===== src/rtl/video_path_sel_pkg.sv =====
// Shared definitions for the video path select slice.
//   vsel_state_t : output FSM states (RUN passes the source, WAIT blanks it)
//   VID_DATA_W   : default pixel width (RGB565)
//   VID_CNT_W    : width of the window position counters
//   rise()       : rising-edge detect from current and previous sample
package video_path_sel_pkg;

    localparam int VID_DATA_W = 16;
    localparam int VID_CNT_W  = 12;

    typedef enum logic {
        ST_RUN  = 1'b0,
        ST_WAIT = 1'b1
    } vsel_state_t;

    function automatic logic rise(input logic cur, input logic prev);
        return cur & ~prev;
    endfunction

endpackage


===== src/rtl/video_path_sel_vid_window.sv =====
// Crops a raw pixel stream to an H_ACT x V_ACT window at (H_START, V_START).
// Ports:
//   pixel_clk, rst_n          clock, asynchronous active-low reset
//   pdata_i, de_i, vs_i       raw pixel, data enable, vsync (rising = frame start)
//   win_data_o, win_de_o      cropped pixel (0 outside window) and enable, 1-cycle latency
//   win_vs_o                  vsync delayed to match
module vid_window
    import video_path_sel_pkg::*;
#(
    parameter int DATA_W  = VID_DATA_W,
    parameter int H_START = 80,
    parameter int H_ACT   = 320,
    parameter int V_START = 0,
    parameter int V_ACT   = 480
) (
    input  logic              pixel_clk,
    input  logic              rst_n,
    input  logic [DATA_W-1:0] pdata_i,
    input  logic              de_i,
    input  logic              vs_i,
    output logic [DATA_W-1:0] win_data_o,
    output logic              win_de_o,
    output logic              win_vs_o
);

    logic [VID_CNT_W-1:0] x_cnt;
    logic [VID_CNT_W-1:0] y_cnt;
    logic                 de_d;
    logic                 vs_d;
    logic                 in_win;

    // x_cnt holds the index of the current pixel within the line
    always_comb begin
        in_win = de_i
              && (int'(x_cnt) >= H_START) && (int'(x_cnt) < H_START + H_ACT)
              && (int'(y_cnt) >= V_START) && (int'(y_cnt) < V_START + V_ACT);
    end

    always_ff @(posedge pixel_clk or negedge rst_n) begin
        if (!rst_n) begin
            x_cnt      <= '0;
            y_cnt      <= '0;
            de_d       <= 1'b0;
            vs_d       <= 1'b0;
            win_data_o <= '0;
            win_de_o   <= 1'b0;
            win_vs_o   <= 1'b0;
        end else begin
            de_d <= de_i;
            vs_d <= vs_i;

            if (!de_i)
                x_cnt <= '0;
            else if (x_cnt != '1)
                x_cnt <= x_cnt + 1'b1;

            if (rise(vs_i, vs_d))
                y_cnt <= '0;
            else if (rise(de_d, de_i) && y_cnt != '1)
                y_cnt <= y_cnt + 1'b1;

            win_de_o   <= in_win;
            win_data_o <= in_win ? pdata_i : '0;
            win_vs_o   <= vs_i;
        end
    end

endmodule


===== src/rtl/video_path_sel.sv =====
// Camera chain front/back end.
//   Front end: vid_window crops the raw stream for the processing chains.
//   Back end : selects one of NUM_SRC returned streams, switching only on a frame
//              edge of the active source, blanking BLANK_FR frames after a switch.
//              Reports an output frame count and a sticky line-length error.
// Ports:
//   pixel_clk, rst_n                        clock, asynchronous active-low reset
//   pdata_i, de_i, vs_i                     raw camera stream
//   mode_i                                  asynchronous source select
//   win_data_o, win_de_o, win_vs_o          cropped stream to chains
//   src_data_i, src_de_i, src_vs_i          returned chain streams (source k at slot k)
//   pdata_o, de_o, vs_o                     selected stream, 1-cycle latency
//   mode_o                                  active source index
//   frame_cnt_o, line_err_o                 frame counter, sticky line-length error
module video_path_sel
    import video_path_sel_pkg::*;
#(
    parameter int DATA_W   = VID_DATA_W,
    parameter int NUM_SRC  = 4,
    parameter int SEL_W    = 2,
    parameter int H_START  = 80,
    parameter int H_ACT    = 320,
    parameter int V_START  = 0,
    parameter int V_ACT    = 480,
    parameter int BLANK_FR = 1
) (
    input  logic                      pixel_clk,
    input  logic                      rst_n,
    input  logic [DATA_W-1:0]         pdata_i,
    input  logic                      de_i,
    input  logic                      vs_i,
    input  logic [SEL_W-1:0]          mode_i,
    output logic [DATA_W-1:0]         win_data_o,
    output logic                      win_de_o,
    output logic                      win_vs_o,
    input  logic [NUM_SRC*DATA_W-1:0] src_data_i,
    input  logic [NUM_SRC-1:0]        src_de_i,
    input  logic [NUM_SRC-1:0]        src_vs_i,
    output logic [DATA_W-1:0]         pdata_o,
    output logic                      de_o,
    output logic                      vs_o,
    output logic [SEL_W-1:0]          mode_o,
    output logic [15:0]               frame_cnt_o,
    output logic                      line_err_o
);

    localparam int BW = $clog2(BLANK_FR + 1);

    vid_window #(
        .DATA_W  (DATA_W),
        .H_START (H_START),
        .H_ACT   (H_ACT),
        .V_START (V_START),
        .V_ACT   (V_ACT)
    ) u_window (
        .pixel_clk  (pixel_clk),
        .rst_n      (rst_n),
        .pdata_i    (pdata_i),
        .de_i       (de_i),
        .vs_i       (vs_i),
        .win_data_o (win_data_o),
        .win_de_o   (win_de_o),
        .win_vs_o   (win_vs_o)
    );

    vsel_state_t          state, state_nxt;
    logic [SEL_W-1:0]     mode_m1, mode_m2, pending, active, active_nxt;
    logic [BW-1:0]        blank_cnt, blank_nxt;
    logic [NUM_SRC-1:0]   src_vs_d;
    logic                 sel_vs, sel_vs_prev, sel_de, frame_edge, switch_now;
    logic [DATA_W-1:0]    sel_data;
    logic                 vs_o_d, de_o_d;
    logic [VID_CNT_W-1:0] line_cnt;

    // Per-source history keeps the edge detect valid right after active changes
    always_comb begin
        sel_vs      = 1'b0;
        sel_vs_prev = 1'b0;
        sel_de      = 1'b0;
        sel_data    = '0;
        for (int unsigned k = 0; k < NUM_SRC; k++) begin
            if (active == SEL_W'(k)) begin
                sel_vs      = src_vs_i[k];
                sel_vs_prev = src_vs_d[k];
                sel_de      = src_de_i[k];
                sel_data    = src_data_i[k*DATA_W +: DATA_W];
            end
        end
        frame_edge = rise(sel_vs, sel_vs_prev);
    end

    always_comb begin
        state_nxt  = state;
        active_nxt = active;
        blank_nxt  = blank_cnt;
        switch_now = 1'b0;
        if (frame_edge) begin
            if (pending != active) begin
                active_nxt = pending;
                state_nxt  = ST_WAIT;
                blank_nxt  = '0;
                switch_now = 1'b1;
            end else if (state == ST_WAIT) begin
                blank_nxt = blank_cnt + 1'b1;
                // Enter RUN on the edge itself so the frame starting here is whole
                if (int'(blank_nxt) >= BLANK_FR)
                    state_nxt = ST_RUN;
            end
        end
    end

    always_ff @(posedge pixel_clk or negedge rst_n) begin
        if (!rst_n) begin
            state     <= ST_WAIT;
            active    <= '0;
            pending   <= '0;
            mode_m1   <= '0;
            mode_m2   <= '0;
            blank_cnt <= '0;
            src_vs_d  <= '0;
        end else begin
            mode_m1   <= mode_i;
            mode_m2   <= mode_m1;
            if (int'(mode_m2) < NUM_SRC)
                pending <= mode_m2;
            state     <= state_nxt;
            active    <= active_nxt;
            blank_cnt <= blank_nxt;
            src_vs_d  <= src_vs_i;
        end
    end

    always_ff @(posedge pixel_clk or negedge rst_n) begin
        if (!rst_n) begin
            pdata_o     <= '0;
            de_o        <= 1'b0;
            vs_o        <= 1'b0;
            vs_o_d      <= 1'b0;
            de_o_d      <= 1'b0;
            frame_cnt_o <= '0;
            line_err_o  <= 1'b0;
            line_cnt    <= '0;
        end else begin
            de_o    <= (state_nxt == ST_RUN) && sel_de;
            pdata_o <= ((state_nxt == ST_RUN) && sel_de) ? sel_data : '0;
            vs_o    <= sel_vs;
            vs_o_d  <= vs_o;
            de_o_d  <= de_o;

            if (state == ST_RUN && rise(vs_o, vs_o_d))
                frame_cnt_o <= frame_cnt_o + 1'b1;

            if (rise(de_o_d, de_o)) begin
                if (state == ST_RUN && int'(line_cnt) != H_ACT)
                    line_err_o <= 1'b1;
                line_cnt <= '0;
            end else if (state == ST_RUN && de_o && line_cnt != '1) begin
                line_cnt <= line_cnt + 1'b1;
            end

            if (switch_now) begin
                line_err_o <= 1'b0;
                line_cnt   <= '0;
            end
        end
    end

    assign mode_o = active;

endmodule

===== config.mk =====
export PLATFORM = sky130hd
export DESIGN_NAME = video_path_sel
export DESIGN_NICKNAME = d
export VERILOG_FILES = /design/src/rtl/video_path_sel_pkg.sv /design/src/rtl/video_path_sel_vid_window.sv /design/src/rtl/video_path_sel.sv
export SDC_FILE = /design/constraint.sdc
export NUM_CORES = 1
export LEC_CHECK = 0
export CAP_MARGIN = 20
export CORE_UTILIZATION = 44
export CTS_CLUSTER_DIAMETER = 150
export DETAILED_ROUTE_END_ITERATION = 10
export PLACE_DENSITY = 0.8
export SKIP_LAST_GASP = 1
export SYNTH_ARGS = -nofsm -noshare
export SYNTH_HDL_FRONTEND = slang
export SYNTH_HIERARCHICAL = 1
export SYNTH_SLANG_ARGS = --single-unit

===== constraint.sdc =====
create_clock -name pixel_clk -period 1.75 [get_ports pixel_clk]
set_clock_uncertainty 0.05 [all_clocks]
set_input_delay 0.4375 -clock pixel_clk [delete_from_list [all_inputs] [get_ports pixel_clk]]
set_output_delay 0.4375 -clock pixel_clk [all_outputs]
set_load 0.05 [all_outputs]

# After elaboration in Yosys (flattened, before gate mapping)

Cells that the tools add are included.
Widths: inputs -> output; s select.

Bits in registers: 106
Bits of input ports: 94
Output and inout port bits: 55

Add/subtract/negate cells: 5
Magnitude comparators: 4
Eq/ne operators: 9
Mux-type cells: 36
Bitwise gates (word level): 12
Reductions and logical operators: 18

Operator list:

| kind                  | number |
|---|---|
| $mux 16               | 6 |
| $mux 12               | 7 |
| $add 12x1->12 const B | 3 |
| $ne 12x12->1 const B  | 3 |
| $lt 12x9->1 const B   | 2 |
| $mux 1                | 23 |
| $add 16x1->16 const B | 1 |
| $ge 12x7->1 const B   | 1 |
| $ne 12x10->1 const B  | 1 |
| $logic_and 1x1->1     | 9 |
| $reduce_bool 2->1     | 4 |
| $not 1->1             | 7 |
| $reduce_and 2->1      | 3 |
| $and 1x1->1           | 5 |
| $eq 2x2->1 const B    | 2 |
| $reduce_bool 3->1     | 1 |
| $eq 2x1->1 const B    | 1 |
| $logic_not 2->1       | 1 |
| $ne 2x1->1 const B    | 1 |
| $ne 2x2->1            | 1 |
| $add 1x1->1 const B   | 1 |
| $ge 1x1->1 const B    | 1 |

# Depth between registers and ports, before layout

Gate-level depths: netlist (run 1).

Word-level depth: 11
Depth in mapped cells: 7

# By module

Netlist (run 1), hierarchy kept.

By module, submodules not included:

| module         | instances | cells each | area each (um^2) |
|---|---|---|---|
| video_path_sel | 1         | 289        | 3296.9 |
| vid_window     | 1         | 182        | 2065.7 |

# Worst setup path before layout (run 1)

Ideal clock, no wire load.

Path type: register to register
From: register active[0] (netlist: mode_o[0])
To: register pdata_o[10]
Arrival: 1.919 ns
Data required time: 1.581 ns
Setup slack: -0.339 ns
Cell stages (with the launch flop): 7
Path buffers: 2
Path through: dfrtp_1 > buf_6 > mux4_2 > nand2b_4 > o32ai_4 > buf_6 > nor2_2

Cells in the longest elaborated chain, start to end: 11
Elaborated cells between the ends (all ways): 28

Ends and longest elaborated chain:

| element                | RTL line                 | text |
|---|---|---|
| from (decl)            | video_path_sel.sv:67     | `logic [SEL_W-1:0] mode_m1, mode_m2, pending, active, active_nxt;` |
| from (signal assigned) | video_path_sel.sv:127    | `active <= active_nxt;` |
| $logic_not 2->1        | video_path_sel.sv:82     | `if (active == SEL_W'(k)) begin` |
| $mux 1 (4 in series)   | video_path_sel.sv:82     |  |
| $not 1->1              | video_path_sel_pkg.sv:17 | `return cur & ~prev;` |
| $and 1x1->1            | video_path_sel_pkg.sv:17 |  |
| $mux 1 *               | video_path_sel.sv:97     | `if (frame_edge) begin` |
| via state_nxt          | video_path_sel.sv:66     | `vsel_state_t state, state_nxt;` |
| $not 1->1 *            | video_path_sel.sv:145    | `pdata_o <= ((state_nxt == ST_RUN) && sel_de) ? sel_data : '0;` |
| $logic_and 1x1->1 *    | video_path_sel.sv:145    |  |
| $mux 16 *              | video_path_sel.sv:145    |  |
| to (signal assigned)   | video_path_sel.sv:145    |  |
| to (decl)              | video_path_sel.sv:39     | `output logic [DATA_W-1:0] pdata_o,` |

Mark *: on every way through the listed nets, which the timed path passes. The rest lies on a longest branch.
A chain may end at the register's enable or synchronous reset.

# Worst setup path after layout (run 1)

From: register active[0] (netlist: mode_o[0])
To: register pdata_o[1]

Cells in the longest elaborated chain, start to end: 11
Elaborated cells between the ends (all ways): 28

Ends and longest elaborated chain:

| element              | RTL line |
|---|---|
| $logic_not 2->1      | video_path_sel.sv:82 |
| $mux 1 (4 in series) | video_path_sel.sv:82 |
| $not 1->1            | video_path_sel_pkg.sv:17 |
| $and 1x1->1          | video_path_sel_pkg.sv:17 |
| $mux 1               | video_path_sel.sv:97 |
| $not 1->1            | video_path_sel.sv:145 |
| $logic_and 1x1->1    | video_path_sel.sv:145 |
| $mux 16 *            | video_path_sel.sv:145 |

Every way passes the cells marked *; elsewhere a longest branch is shown, timed or not.

==> flow_summary.yaml, run 1 <==
yosys:
  synth-seq-area-share_pct: 49.5
  yosys.area.top_type_share_pct: 49.0
  synth_ff_type: "dfrtp_1"
  syn-num-nets: 571
  synth_area_per_cell_um2: 11.4
  yosysUniqueCellTypes: 71
  synth_area_um2: 5360
  synth_top_area_cell: "dfrtp_1"
  yosysWarnings: 6
  synth-seq-cells: 106
  async_flop_share_pct: 100
  synth-edff-count: 0
  netlist_top_cells_area: "dfrtp_1 (49%), mux2_2 (4.6%), mux2i_1 (4.1%)"
  syn_inst: 471
timing:
  maxSlewViolCount: 0
  worst_pin_slew_ns: 0.497
  hold_violations: 0
  setup_viol: 31
  fmax_ghz: 0.549
  rsz0062_at_grt: "true"
  setup_ws_ns: -0.0723
  fin_crit_sh_pct: 104
  min_period_ns: 1.82
  slew_headroom_pct: 66.6
clock_network:
  clk_latency_ns: 0.34
  htreeDepth: 3
  clk_pin_slew_ns: 0.07
  cts_tree: "built"
  cts_sinks: 106
  cts_root_buffer: "clkbuf_16"
  clk_path_buf_depth: 2
  numCtsBuffers: 9
floorplan:
  num_rows: 39
  core_area_um2: 11700
  dieArea_um2: 12600
  die_w_um: 112
  io_pins: 149
  die_height_um: 112
  initial_core_util_pct: 46.0
critical_path:
  cp_num_buf_inv: 2
  worstPathArrival_ns: 2.00
  r2r-start: "mode_o[0]$_DFFE_PN0N_"
  max_stage_delay_ns: 0.50
  required_ns: 1.93
  endpoint: "pdata_o[1]$_DFF_PN0_"
  critPathCaptureType: "flop"
  regToRegSetupSlack_ns: -0.07
  critPathLaunch: "mode_o[0]$_DFFE_PN0N_"
  r2r-end: "pdata_o[1]$_DFF_PN0_"
  crit_cells: 6
  path_cells: "buf_4 -> mux4_2 -> nand2b_4 -> o32ai_4 -> buf_12 -> nor2_1"
  crit_slowest_cell: "mux4_2"
  critPathTopFamily: "multiplexers"
  critPathLaunchType: "flop"
  r2r_cells: 6
  cp_max_fo: 18
  setup.worst_path.class: "flop to flop"
detailed_routing:
  routedWlPerCell_um: 16.7
  drt_pass1_iterations: 4
  drt_wl_total_um: 13700
  ant_nets: 0
  vias: 4495
  viasPerCell: 5.50
  drc_errors: 0
  initialDrtViolationCount: 256
global_route:
  grt_pass1_vias: 4566
  antenna_found_initial: 1
  grt_pass1_wl_um: 22100
  grt_max_degree: 37
  track_usage_pct: 22.1
  grt_overflow: 0
final_layout:
  diodes: 0
  finish.instance_area_um2: 7950
  area_growth_pct: 48.2
  drive_gt1_share_pct: 28.6
  fin_nets: 769
  mostFrequentLayoutCells: "dfrtp_1 (103), clkdlybuf4s50_1 (91), buf_4 (85)"
  final_common_cell: "dfrtp_1"
placed_design:
  port_buffers: 148
  dp_hpwl_um: 10000
  postPlaceCellArea_um2: 7420
  place_congestion: 0.843
power_and_ir_drop:
  leakagePower_nw: 3.59
  ir_drop_uv: 743
  power_density_nw_per_um2: 1260
  fin_total_pwr_mw: 10.0
status:
  status: "complete, but fails checks"
  violations: "setup timing"
run:
  maxCapViolCount: 0
min_path:
  worstHoldPathType: "input port to flop"
cell families (layout without fill, tap and decap cells):
family / count (synthesis) / after routing / share of synthesized area (%)
compound gates: 77 / 77 / 10.8
xor+xnor: 22 / 22 / 3.59
fa+ha+maj: 6 / 6 / 1.40
buf+inv: 30 / 233 / 3.01
flops: 106 / 106 / 49.5
mux: 47 / 47 / 9.82
simple gates: 183 / 183 / 21.9
where the power goes:
part           internal, mW  leakage (nW)  total (mW)  switching [mW]
sequential             2.80          1.42        3.14           0.334
clock                  1.19         0.146        2.04           0.849
combinational          2.26          2.03        4.82            2.56
total                  6.26          3.59        10.0            3.74
metrics by stage:
| stage | worst slack [ns] | hold WS, ns | std cells | utilization, % | setup TNS [ns] |
|---|---|---|---|---|---|
| after floorplan | -0.193 | 0.0919 | 471 | - | -3.49 |
| after global placement | -0.435 | 0.291 | 786 | 63.6 | -16.12 |
| after detailed placement | -0.486 | 0.289 | 786 | 63.6 | -18.18 |
| after CTS | -0.0946 | 0.305 | 805 | 66.8 | -0.800 |
| after global routing | -0.120 | 0.290 | 817 | 68.2 | -3.07 |
| final | -0.0723 | 0.293 | 817 | 68.2 | -1.48 |
worst min path at each step:
stage          depth (start not counted)                      end                 start  slack [ns]
2_1_floorplan                          0    blank_cnt$_DFFE_PN0P_                 rst_n        0.09
3_3_place_gp                           0     mode_m2[1]$_DFF_PN0_  mode_m1[1]$_DFF_PN0_        0.29
3_5_place_dp                           0     mode_m2[1]$_DFF_PN0_  mode_m1[1]$_DFF_PN0_        0.29
4_1_cts                                0     mode_m2[1]$_DFF_PN0_  mode_m1[1]$_DFF_PN0_        0.30
5_1_grt                                1  u_window/de_d$_DFF_PN0_                  de_i        0.29
6_report                               1  u_window/de_d$_DFF_PN0_                  de_i        0.29
layer usage:
layer / global-route usage [%] / wire length (µm)
met5: 0 / 12
met4: 5.16 / 211
met2: 39.5 / 7120
met1: 27.3 / 5850
met3: 4.86 / 469
area by class of cell:
class	instances	area, µm²
clock inverters	3	46.3
well taps	143	179
multi-input cells	335	2600
inverters	9	33.8
repair buffers	208	2180
flip-flops and latches	106	2660
clock buffers	13	260
fillers	853	3710
cells in the mapped netlist, types with 5 or more instances:
cell type and n:
nand2_1 19, or4_1 7, clkbuf_1 6, xor2_1 11
inv_1 9, o21ai_0 8, a21oi_1 11, a31oi_1 21
nor2_2 9, dfrtp_1 105, o211ai_1 5, mux2i_1 22
buf_6 5, nand4_1 10, o31ai_1 9, and3_1 6
xnor2_1 11, mux2_2 22, buf_2 8, nand2b_1 7
and2_1 19, nor3_1 23, nor2_1 25, or3_1 5
ha_1 6, nand3_1 16
worst register-to-register path, stage by stage (launching register included):
cell	delay, ns
dfrtp_2	0.42
buf_4	0.13
mux4_2	0.50
nand2b_4	0.20
o32ai_4	0.13
buf_12	0.20
nor2_1	0.08
timing repair:
item,CTS,global route
endpoints found under the setup margin,32,59
buffers inserted,2,11
hold buffers,1,0
hold endpoints to repair,19,0
pin swaps,1,1
resized for setup,7,12
cloned,0,1
flip-flops by register name (all words and copies together) (netlist names):
name,flops
blank_cnt,1
de_o,1
de_o_d,1
frame_cnt_o,16
line_cnt,12
line_err_o,1
mode_m1,2
mode_m2,2
mode_o,2
pdata_o,16
pending,2
src_vs_d,4
state,1
u_window/de_d,1
u_window/vs_d,1
u_window/win_data_o,16
u_window/win_de_o,1
u_window/x_cnt,12
u_window/y_cnt,12
vs_o,1
vs_o_d,1
Note: power is estimated with default switching activity, not from simulation.
==> run 2: changes to the inputs <==
--- a/config.mk
+++ b/config.mk
@@ -6,10 +6,10 @@
 export NUM_CORES = 1
 export LEC_CHECK = 0
 export CAP_MARGIN = 20
-export CORE_UTILIZATION = 44
+export CORE_UTILIZATION = 48
 export CTS_CLUSTER_DIAMETER = 150
 export DETAILED_ROUTE_END_ITERATION = 10
-export PLACE_DENSITY = 0.8
+export PLACE_DENSITY = 0.83
 export SKIP_LAST_GASP = 1
 export SYNTH_ARGS = -nofsm -noshare
 export SYNTH_HDL_FRONTEND = slang
==> constraint.sdc (replaced) <==
create_clock -name pixel_clk -period 1.8 [get_ports pixel_clk]
set_clock_uncertainty 0.05 [all_clocks]
set_input_delay 0.45 -clock pixel_clk [delete_from_list [all_inputs] [get_ports pixel_clk]]
set_output_delay 0.45 -clock pixel_clk [all_outputs]
set_load 0.05 [all_outputs]
==> run 2 against run 1 <==
- the run now ends clean
- core utilization is 2.5 points higher
- setup slack better by 0.10 ns
- clock power is 33% lower
- critical path type unchanged
==> flow_summary.yaml, run 2 (same netlist as run 1, synthesis figures left out) <==
power_and_ir_drop:
  p_comb_share_pct: 50.5
  p_int_mw: 5.25
  power_switching_mw: 3.59
  leakagePower_nw: 3.45
  clkPwrFrac_pct: 15.4
  switching_share_pct: 40.6
  power_density_nw_per_um2: 1150
  ir_drop_uv: 1030
  fin_total_pwr_mw: 8.84
  seq_power_share_pct: 34.1
timing:
  rsz0062_at_grt: "true"
  fmax_ghz: 0.564
  hold_violations: 0
  min_period_ns: 1.77
  maxSlewViolCount: 0
  fin_crit_sh_pct: 98.5
  setup_ws_ns: 0.0274
  slew_headroom_pct: 67.6
  setup_viol: 0
  worst_pin_slew_ns: 0.485
  fin_setup_tns_ns: 0
clock_network:
  clk_path_buf_depth: 2
  clk_latency_ns: 0.37
  cts_tree: "built"
  cts_root_buffer: "clkbuf_8"
  clk_pin_slew_ns: 0.10
  htreeDepth: 3
  numCtsBuffers: 9
  cts_sinks: 106
critical_path:
  critPathTopFamily: "multiplexers"
  worstPathArrival_ns: 1.98
  required_ns: 2.01
  regToRegSetupSlack_ns: 0.03
  path_cells: "mux4_2 -> nand2b_4 -> o21ai_4 -> buf_12 -> nor2_1"
  crit_slowest_cell: "mux4_2"
  r2r-start: "mode_o[0]$_DFFE_PN0N_"
  setup.worst_path.class: "flop to flop"
  cp_num_buf_inv: 1
  r2r_cells: 5
  r2r-end: "line_cnt[8]$_DFFE_PN0P_"
  max_stage_delay_ns: 0.52
  cp_max_fo: 7
  critPathLaunchType: "flop"
  critPathCaptureType: "flop"
final_layout:
  fin_nets: 756
  diodes: 0
  fillers: 780
  finish.instance_area_um2: 7660
  drive_gt1_share_pct: 28.0
  final_common_cell: "dfrtp_1"
  fin_cells: 801
  regArea_um2: 2660
  mostFrequentLayoutCells: "dfrtp_1 (104), clkdlybuf4s50_1 (91), buf_4 (77)"
  largestRegisters: "frame_cnt_o x16, pdata_o x16, u_window/win_data_o x16"
  area_growth_pct: 42.8
  multiInputGateArea_um2: 2620
placed_design:
  dp_hpwl_um: 9970
  placedCellCount: 774
  postPlaceCellArea_um2: 7290
  port_buffers: 148
  place_ws_ns: -0.406
  place_congestion: 0.834
run:
  maxCapViolCount: 0
min_path:
  hold_path_depth: 0
  min-delay-start: "mode_m1[1]$_DFF_PN0_"
  worstHoldPathType: "flop to flop"
  min_to: "mode_m2[1]$_DFF_PN0_"
global_route:
  track_usage_pct: 23.8
  grt_overflow: 0
  grt_pass1_wl_um: 21800
  antenna_found_initial: 0
  grt_pass1_vias: 4583
  grt_max_degree: 34
detailed_routing:
  drt_pass1_iterations: 4
  vias: 4460
  initialDrtViolationCount: 253
  routedWlPerCell_um: 16.7
  drt_wl_total_um: 13400
  ant_nets: 0
  drc_errors: 0
  viasPerCell: 5.57
floorplan:
  die_height_um: 108
  core_area_um2: 10800
  die_w_um: 108
  io_pins: 149
  dieArea_um2: 11600
  num_rows: 38
  initial_core_util_pct: 49.5
status:
  status: "complete, no violations"
run 2: per-stage QoR:
step | utilization, % | hold WS, ns
6_report | 70.6 | 0.310
5_1_grt | 70.6 | 0.323
4_1_cts | 69.6 | 0.313
3_5_place_dp | 67.3 | 0.290
3_3_place_gp | 67.3 | 0.285
2_1_floorplan | - | 0.104
run 2: cell type report:
type,instances,share of cell area (%)
Sequential cell,106,34.7
Multi-Input combinational cell,335,34.2
Timing Repair Buffer,195,26.0
Tap cell,140,2.29
Clock buffer,9,1.62
Clock inverter,7,0.686
Inverter,9,0.441
run 2: routing by layer:
layer | part of all wire [%] | vias up | global-route usage (%)
met4 | 1.7 | 0 | 8.81
li1 | - | 2122 | -
met2 | 52 | 117 | 41.3
met5 | 0 | - | 0
met3 | 3.7 | 21 | 4.06
met1 | 42 | 2200 | 29.6
run 2: worst reg2reg max path, stage by stage (launching register included):
cell and delay [ns]:
dfrtp_2 0.43, mux4_2 0.52, nand2b_4 0.20, o21ai_4 0.26
buf_12 0.17, nor2_1 0.05
run 2: worst max path at each step:
stage	from	end	cells after the start
final	mode_o[0]$_DFFE_PN0N_	line_cnt[8]$_DFFE_PN0P_	5
after global routing	mode_o[0]$_DFFE_PN0N_	pdata_o[2]$_DFF_PN0_	6
after CTS	mode_o[0]$_DFFE_PN0N_	mode_o[0]	3
after detailed placement	src_vs_i[0]	line_cnt[11]$_DFFE_PN0P_	5
after global placement	src_vs_i[3]	line_cnt[11]$_DFFE_PN0P_	5
after floorplan	mode_o[0]$_DFFE_PN0N_	pdata_o[10]$_DFF_PN0_	6
run 2: power groups by stage:
stage | combinational [mW] | clock [mW] | sequential [mW]
floorplan | 1.77 | 0 | 3.91
global placement | 4.06 | 0 | 3.04
detailed placement | 4.15 | 0 | 3.06
CTS | 4.35 | 1.40 | 3.01
global route | 4.75 | 1.47 | 3.06
finish | 4.46 | 1.36 | 3.01
run 2: what timing repair did:
action / in CTS / in global routing
gates resized for setup: 6 / 13
setup endpoints to repair: 30 / 31
hold buffers: 1 / 0
pin swaps: 1 / 4
setup buffers: 3 / 7
hold endpoints to repair: 18 / 0
==> run 3: changes to the inputs <==
--- a/config.mk
+++ b/config.mk
@@ -9,6 +9,7 @@
 export CORE_UTILIZATION = 48
 export CTS_CLUSTER_DIAMETER = 150
 export DETAILED_ROUTE_END_ITERATION = 10
+export HOLD_SLACK_MARGIN = 0.06
 export PLACE_DENSITY = 0.83
 export SKIP_LAST_GASP = 1
 export SYNTH_ARGS = -nofsm -noshare
==> results of run 3 <==
No change in the layout: final DEF, timing and power equal those of run 2.
